--- src/rtl/fpga_torch_mem_pkg.sv ---
// Shared definitions for the FPGA torch memory subsystem.
//   M10K_ADDR_W / M10K_DATA_W : native M10K port widths
//   mem_req_t                 : one requester's access descriptor
//   arb_state_t               : arbiter ownership state
package fpga_torch_mem_pkg;

  localparam int unsigned M10K_ADDR_W = 8;
  localparam int unsigned M10K_DATA_W = 32;

  typedef struct packed {
    logic                   write;
    logic                   lock;
    logic [M10K_ADDR_W-1:0] addr;
    logic [M10K_DATA_W-1:0] wdata;
  } mem_req_t;

  typedef enum logic {
    UNLOCKED = 1'b0,
    LOCKED   = 1'b1
  } arb_state_t;

endpackage

--- src/rtl/rr_picker.sv ---
// Combinational rotate-priority picker.
//   i_req        : request vector
//   i_last_grant : index granted most recently; its successor has top priority
//   o_grant      : one-hot grant (all zero when no request)
//   o_any        : at least one request was granted
module rr_picker #(
  parameter int unsigned NUM_REQ = 2,
  parameter int unsigned ID_W    = 1
) (
  input  logic [NUM_REQ-1:0] i_req,
  input  logic [ID_W-1:0]    i_last_grant,
  output logic [NUM_REQ-1:0] o_grant,
  output logic               o_any
);

  // First pass looks only above last_grant, second pass wraps to the bottom.
  always_comb begin
    int unsigned w_last;
    w_last  = 32'(i_last_grant);
    o_grant = '0;
    o_any   = 1'b0;
    for (int unsigned i = 0; i < NUM_REQ; i++) begin
      if (!o_any && i_req[i] && (i > w_last)) begin
        o_grant[i] = 1'b1;
        o_any      = 1'b1;
      end
    end
    for (int unsigned i = 0; i < NUM_REQ; i++) begin
      if (!o_any && i_req[i]) begin
        o_grant[i] = 1'b1;
        o_any      = 1'b1;
      end
    end
  end

endmodule

--- src/rtl/m10k_arbiter.sv ---
// Round-robin arbiter sharing one M10K port among NUM_REQ requesters.
// A requester transferring with req_lock=1 keeps exclusive ownership until it
// transfers with req_lock=0. Read data is routed back to the issuing requester
// READ_LATENCY cycles after issue, in issue order.
//   clock, reset_n          : posedge clock, synchronous active-low reset
//   req_valid/write/lock    : per-requester request controls (NUM_REQ bits)
//   req_addr / req_wdata    : per-requester address / write data, packed flat
//   req_ready               : one-hot grant, combinational
//   rsp_valid / rsp_data    : read return, one-hot valid plus shared data
//   mem_*                   : M10K port (byteenable tied to all ones)
module m10k_arbiter
  import fpga_torch_mem_pkg::*;
#(
  parameter int unsigned NUM_REQ      = 2,
  parameter int unsigned ADDR_W       = M10K_ADDR_W,
  parameter int unsigned DATA_W       = M10K_DATA_W,
  parameter int unsigned READ_LATENCY = 2
) (
  input  logic                      clock,
  input  logic                      reset_n,
  input  logic [NUM_REQ-1:0]        req_valid,
  input  logic [NUM_REQ-1:0]        req_write,
  input  logic [NUM_REQ-1:0]        req_lock,
  input  logic [NUM_REQ*ADDR_W-1:0] req_addr,
  input  logic [NUM_REQ*DATA_W-1:0] req_wdata,
  output logic [NUM_REQ-1:0]        req_ready,
  output logic [NUM_REQ-1:0]        rsp_valid,
  output logic [DATA_W-1:0]         rsp_data,
  output logic                      mem_chipselect,
  output logic                      mem_write,
  output logic [ADDR_W-1:0]         mem_address,
  output logic [DATA_W-1:0]         mem_writedata,
  output logic [3:0]                mem_byteenable,
  input  logic [DATA_W-1:0]         mem_readdata
);

  localparam int unsigned ID_W = (NUM_REQ > 1) ? $clog2(NUM_REQ) : 1;

  arb_state_t        r_state, w_state_nxt;
  logic [ID_W-1:0]   r_last_grant;
  logic [ID_W-1:0]   r_owner, w_owner_nxt;
  logic [ID_W-1:0]   w_win_id;
  logic [NUM_REQ-1:0] w_rr_grant, w_grant;
  logic              w_rr_any, w_xfer, w_rd;

  // Read-return tracker: entry 0 is filled on issue, the last entry lines up
  // with mem_readdata.
  logic              r_sr_vld [READ_LATENCY];
  logic [ID_W-1:0]   r_sr_id  [READ_LATENCY];

  rr_picker #(
    .NUM_REQ (NUM_REQ),
    .ID_W    (ID_W)
  ) u_picker (
    .i_req        (req_valid),
    .i_last_grant (r_last_grant),
    .o_grant      (w_rr_grant),
    .o_any        (w_rr_any)
  );

  always_comb begin
    w_grant     = '0;
    w_xfer      = 1'b0;
    w_win_id    = '0;
    w_state_nxt = r_state;
    w_owner_nxt = r_owner;
    if (reset_n) begin
      if (r_state == UNLOCKED) begin
        w_grant = w_rr_grant;
        w_xfer  = w_rr_any;
      end else begin
        w_grant = req_valid & (NUM_REQ'(1) << r_owner);
        w_xfer  = |w_grant;
      end
    end
    for (int unsigned i = 0; i < NUM_REQ; i++) begin
      if (w_grant[i]) w_win_id = ID_W'(i);
    end
    if (w_xfer) begin
      if (r_state == UNLOCKED) begin
        if (req_lock[w_win_id]) begin
          w_state_nxt = LOCKED;
          w_owner_nxt = w_win_id;
        end
      end else if (!req_lock[w_win_id]) begin
        w_state_nxt = UNLOCKED;
      end
    end
  end

  assign req_ready = w_grant;

  always_comb begin
    mem_write     = 1'b0;
    mem_address   = '0;
    mem_writedata = '0;
    for (int unsigned i = 0; i < NUM_REQ; i++) begin
      if (w_grant[i]) begin
        mem_write     = req_write[i];
        mem_address   = req_addr[i*ADDR_W +: ADDR_W];
        mem_writedata = req_wdata[i*DATA_W +: DATA_W];
      end
    end
  end

  assign mem_chipselect = w_xfer;
  assign mem_byteenable = 4'hF;
  assign w_rd           = w_xfer & ~mem_write;

  always_comb begin
    rsp_valid = '0;
    rsp_data  = '0;
    if (reset_n && r_sr_vld[READ_LATENCY-1]) begin
      rsp_valid[r_sr_id[READ_LATENCY-1]] = 1'b1;
      rsp_data                           = mem_readdata;
    end
  end

  always_ff @(posedge clock) begin
    if (!reset_n) begin
      r_state      <= UNLOCKED;
      r_owner      <= '0;
      r_last_grant <= ID_W'(NUM_REQ - 1);
      for (int unsigned i = 0; i < READ_LATENCY; i++) begin
        r_sr_vld[i] <= 1'b0;
        r_sr_id[i]  <= '0;
      end
    end else begin
      r_state <= w_state_nxt;
      r_owner <= w_owner_nxt;
      if (w_xfer) r_last_grant <= w_win_id;
      r_sr_vld[0] <= w_rd;
      r_sr_id[0]  <= w_win_id;
      for (int unsigned i = 1; i < READ_LATENCY; i++) begin
        r_sr_vld[i] <= r_sr_vld[i-1];
        r_sr_id[i]  <= r_sr_id[i-1];
      end
    end
  end

endmodule
--- config.mk ---
export PLATFORM = sky130hd
export DESIGN_NAME = m10k_arbiter
export DESIGN_NICKNAME = d
export VERILOG_FILES = /design/src/rtl/fpga_torch_mem_pkg.sv /design/src/rtl/rr_picker.sv /design/src/rtl/m10k_arbiter.sv
export SDC_FILE = /design/constraint.sdc
export NUM_CORES = 1
export LEC_CHECK = 0
export BUFFER_PORTS_ARGS = -buffer_cell sky130_fd_sc_hd__buf_2
export CORE_AREA = 4 4 77 79
export DETAILED_ROUTE_END_ITERATION = 7
export DIE_AREA = 0 0 81 83
export PLACE_DENSITY = 0.74
export RECOVER_POWER = 100
export SLEW_MARGIN = 30
export SYNTH_ARGS = -nofsm -noshare
export SYNTH_HDL_FRONTEND = slang
export SYNTH_SLANG_ARGS = --single-unit
--- constraint.sdc ---
create_clock -name clock -period 1.44 [get_ports clock]
set_clock_uncertainty 0.15 [all_clocks]
set_input_delay 0.144 -clock clock [delete_from_list [all_inputs] [get_ports clock]]
set_output_delay 0.144 -clock clock [all_outputs]
set_load 0.03 [all_outputs]
# == Word-level counts from Yosys, hierarchy flattened ==
# Memories as Yosys holds them, arrays and structs flattened.
# Cells that the tools add are included.
# totals
regBits,3
mem_bits_rw,4
input_bits,120
output_inout_bits,82
wordCells,56
memories,2
# memory_table
name,words,width,read_ports,rd_clocked_by_memory_dff,write_ports,line,rtl
r_sr_id,2,1,2,0,2,m10k_arbiter.sv:49,logic [ID_W-1:0] r_sr_id [READ_LATENCY];
r_sr_vld,2,1,2,0,2,m10k_arbiter.sv:48,logic r_sr_vld [READ_LATENCY];
# op_classes
magnitude_cmp,4
shift,1
muxes,29
bitwise_logic,8
n_reduce_logical,9
# op_table
op,count
two-way mux 32 bit,3
two-way mux 1 bit,20
two-way mux 8 bit,2
two-way mux 2 bit,3
logical AND 1 bit,5
less-than comparator 1 x 2 -> 1 bit (second input constant),2
OR 1 bit,4
AND reduction 3 bit,1
bitwise AND 2 bit,1
zero test 1 bit,2
inverter 1 bit,2
OR reduction 2 bit,1
<< shifter 1 x 1 -> 2 bit (first input constant),1
bitwise AND 1 bit,1
demux 1 bit (select 1 bit),1
>= comparator 1 bit (second input constant),1
greater-than comparator 1 bit (first input constant),1

# == Logic depth before layout (Yosys ltp) ==
# logic_depth
word_depth,16
ltp_mapped,5
depth_no_buf,5

# == By module ==
# From an unflattened synthesis, not the netlist that was laid out.
# unflattened
hier_cells,243
hier_area_um2,1609.0
# modules_own_cells
module,instances,cells_per_inst,area_each_um2,seq_area_each_um2
m10k_arbiter,1,239,1584.0,140.1
rr_picker,1,4,25.0,0.0

# == Worst setup path before layout ==
# No wires, ideal clock.
# synth_path
path_type,flip-flop to output port
from,reg r_state
to,out mem_address[0]
t_arrival_ns,1.480
required_time_ns,1.146
slack_ns,-0.334
path_stages_with_launch,5
n_path_buf,1
cell_sequence,dfxtp_1 nor2_1 a221oi_2 buf_2 a22o_1
# synth_via
elab_chain_len,4
# synth_rtl
element,line,rtl
"start, declared",m10k_arbiter.sv:39,"arb_state_t r_state, w_state_nxt;"
"start signal, assigned",m10k_arbiter.sv:129,r_state <= w_state_nxt;
two-way mux 2 bit,m10k_arbiter.sv:68,if (r_state == UNLOCKED) begin
two-way mux 2 bit,m10k_arbiter.sv:67,if (reset_n) begin
net req_ready[0],m10k_arbiter.sv:26,"output logic [NUM_REQ-1:0] req_ready,"
two-way mux 8 bit (2 in a row),m10k_arbiter.sv:98,if (w_grant[i]) begin
"end, declared",m10k_arbiter.sv:31,"output logic [ADDR_W-1:0] mem_address,"
# The timed path passes the listed nets, and every way through them passes these cells.

# == Worst setup path after layout ==
# layout_path
from,reg r_state
to,out mem_writedata[11]
# layout_via
elab_chain_len,4
# layout_rtl
element,line,rtl
two-way mux 2 bit (*),m10k_arbiter.sv:68,
two-way mux 2 bit (*),m10k_arbiter.sv:67,
two-way mux 32 bit,m10k_arbiter.sv:98,
two-way mux 32 bit (*),m10k_arbiter.sv:98,
"end, declared",m10k_arbiter.sv:32,"output logic [DATA_W-1:0] mem_writedata,"
# Every way passes the cells marked *; elsewhere a longest branch is shown, timed or not.

==> run metrics <==
status=complete, but fails checks; violated checks=setup timing; post-synthesis adder-cell area fraction=0%; Boundary Pins=202; Synth Flop Type=dfxtp_1; main combinational cell family by area after synthesis=compound AO/OA/AOI/OAI gates; Setup Total Neg Slack=-21.13 ns; sequential area share after synthesis=13.5%; htree depth=1; core area=5340 µm²; critical path class=reg -> out; post-synthesis xor/xnor area fraction=0%; Commonest cells post-synth=a22o_1 (41), and3_1 (33), nand2_1 (8); Tot Pwr=1.74 mW; first-pass GRT wire length=10.1 mm; Max clock buf depth=2; asr flop ratio synth=0%; worst setup margin=-0.486 ns; vias in the first global route=2148; Sw Ratio=39.7%; top layer in use=met4; CTS root buffer=clkbuf_8; Max IR drop VDD=0.000270 V; Post-Synth Simple-Gate Area=31.6%; Slew headroom=65.7%; Synth area leaders=a22o_1 (35%), and3_1 (20%), dfxtp_1 (14%); dpl hpwl=4.76 mm; clock-pin transition on the worst setup and hold timing paths=0.04 ns; Tightest Pin Transition=0.515 ns; Syn Area/Cell=7.86 µm²; internal power=1.05 mW; worst hold path type=in -> reg; Post-Syn Area=1040 µm²; Routed WL=6.98 mm; Sequential Power Share=12.5%; fin nets=474; EDFF count, synth=0; DRT Pass-1 Iters=4; Yosys top cell area share=34.6%; # hold bufs at CTS=0; Ys Warns=0; via count=1997; Placer Congestion=0.782; routed wl met3=800 µm; # diodes=0; drc violations=0; Initial DRC Count=36; CP Launch Type=flip-flop; Leak=1.94 nW; Synth Area in Compound Gates=39.8%; layout cells sized above 1=82.7%; die area=6720 µm²; Cell variety after synth=25; Via density=4.70; Wirelength per Cell=16.4 µm; PwrDens=534 nW/µm²; Critical path origin=r_state; post-synthesis cell count=132; Vert. Die Dim=83 µm; Die Wd=81 µm; count of final hold-check violations=0; metal2 WL=3.82 mm; CTS tree=yes; Final setup viols=48; DRT met1 WL=2.18 mm; initial antenna violation count=0; fill count=430; crit end category=output port; CTS Buf Count=3; f_max=519 MHz; Syn-to-layout area delta=215%; P_sw=693 µW; Final min period=1.93 ns; RSZ-0062 raised after global routing=yes; WP data arrival=1.63 ns; Final Max Tran Viols=0; antenna-violating nets left=0; # port buffers=197; GRT Util Overall=18.8%; hold_sp=reset_n; Clock Latency Late Sink=0.23 ns; max_cap viols=0; Data required, critical path=1.15 ns; FF-to-FF setup slack=-0.40 ns; combinational share of power=71.2%; clock sinks=7; Synth area leader=a22o_1; Starting Density=19.4%; Std-Cell Rows=27; beginning of the worst register-to-register path=r_state; hold_ws=0.0686 ns; global route total overflow=0; clock share of power=16.4%; top-count cell post-synth=a22o_1; pin count of the biggest net entering global routing=40; CP Max Fanout=9; post-synthesis mux area share=1.93%; fin crit share=134%; FF+latch count, synth=7
[routing by layer]
metal | track usage, % | up-vias
met5 | 0 | -
met4 | 7.68 | 0
met3 | 5.97 | 15
met2 | 35.8 | 130
met1 | 18.0 | 903
li1 | - | 949
[cells in the final DEF, fill, tap and decap left out, drive strengths merged]
cell	n
mux2i	2
and2b	1
a21boi	1
nor4b	1
nor2	4
a22o	41
nand3b	1
a221oi	1
and2	2
and3	33
clkbuf	11
nor3	2
buf	227
dfxtp	7
and3b	1
conb	4
a21o	1
o21ai	3
inv	1
o31a	1
nand2	8
[cells by family after synthesis]
group / Yosys count
DFF: 7
muxes: 2
AOI/OAI and AO/OA: 48
other: 1
and+or+nand+nor: 53
buffers and inverters: 21
[power groups by stage]
stage | registers [mW] | clock network [mW] | logic (mW)
global placement | 0.219 | 0 | 0.908
detailed placement | 0.220 | 0 | 0.919
global route | 0.219 | 0.302 | 1.31
finish | 0.218 | 0.285 | 1.24
floorplan | 0.220 | 0 | 0.581
CTS | 0.217 | 0.288 | 1.16
[stage by stage]
stage	cells	worst slack [ns]	area, µm²	utilization [%]
after floorplan	135	-0.172	1400	-
after global placement	399	-0.296	2500	46.8
after detailed placement	399	-0.337	2500	46.8
after CTS	415	-0.476	3060	57.2
after global routing	425	-0.566	3270	61.2
final	425	-0.486	3270	61.2
[state kept, by name, indices dropped and copies added (netlist names)]
signal,count
r_last_grant,1
r_owner,1
r_sr_id,2
r_state,1
r_sr_vld,2
[worst max-delay path, cell delays in order, from the launching register on]
cell and delay, ns:
dfxtp_4 0.36, and3b_4 0.22, nor3_4 0.24, buf_6 0.18, buf_16 0.14, a22o_4 0.13, buf_6 0.12
[final timing paths]
path / to / cells after the start
setup reg to reg: r_owner / 7
setup / recovery: mem_writedata[11] / 6
hold reg to reg: r_sr_vld[0][1] / 1
hold / removal: r_owner / 3
[cell type report]
cell class	instances	area [µm²]	area share, %
timing repair buffer	234	1800	55.1
multi-input combinational	107	1180	36.1
sequential	7	146	4.48
tap	72	90.1	2.76
clock buffer	4	45.0	1.38
inverter	1	3.75	0.115
[repair_timing]
item	CTS	global route
cloned	5	4
resized for setup	101	23
pin swaps	10	11
setup endpoints to repair	47	61
setup buffers	7	6
Note: power is estimated with default switching activity, not from simulation.
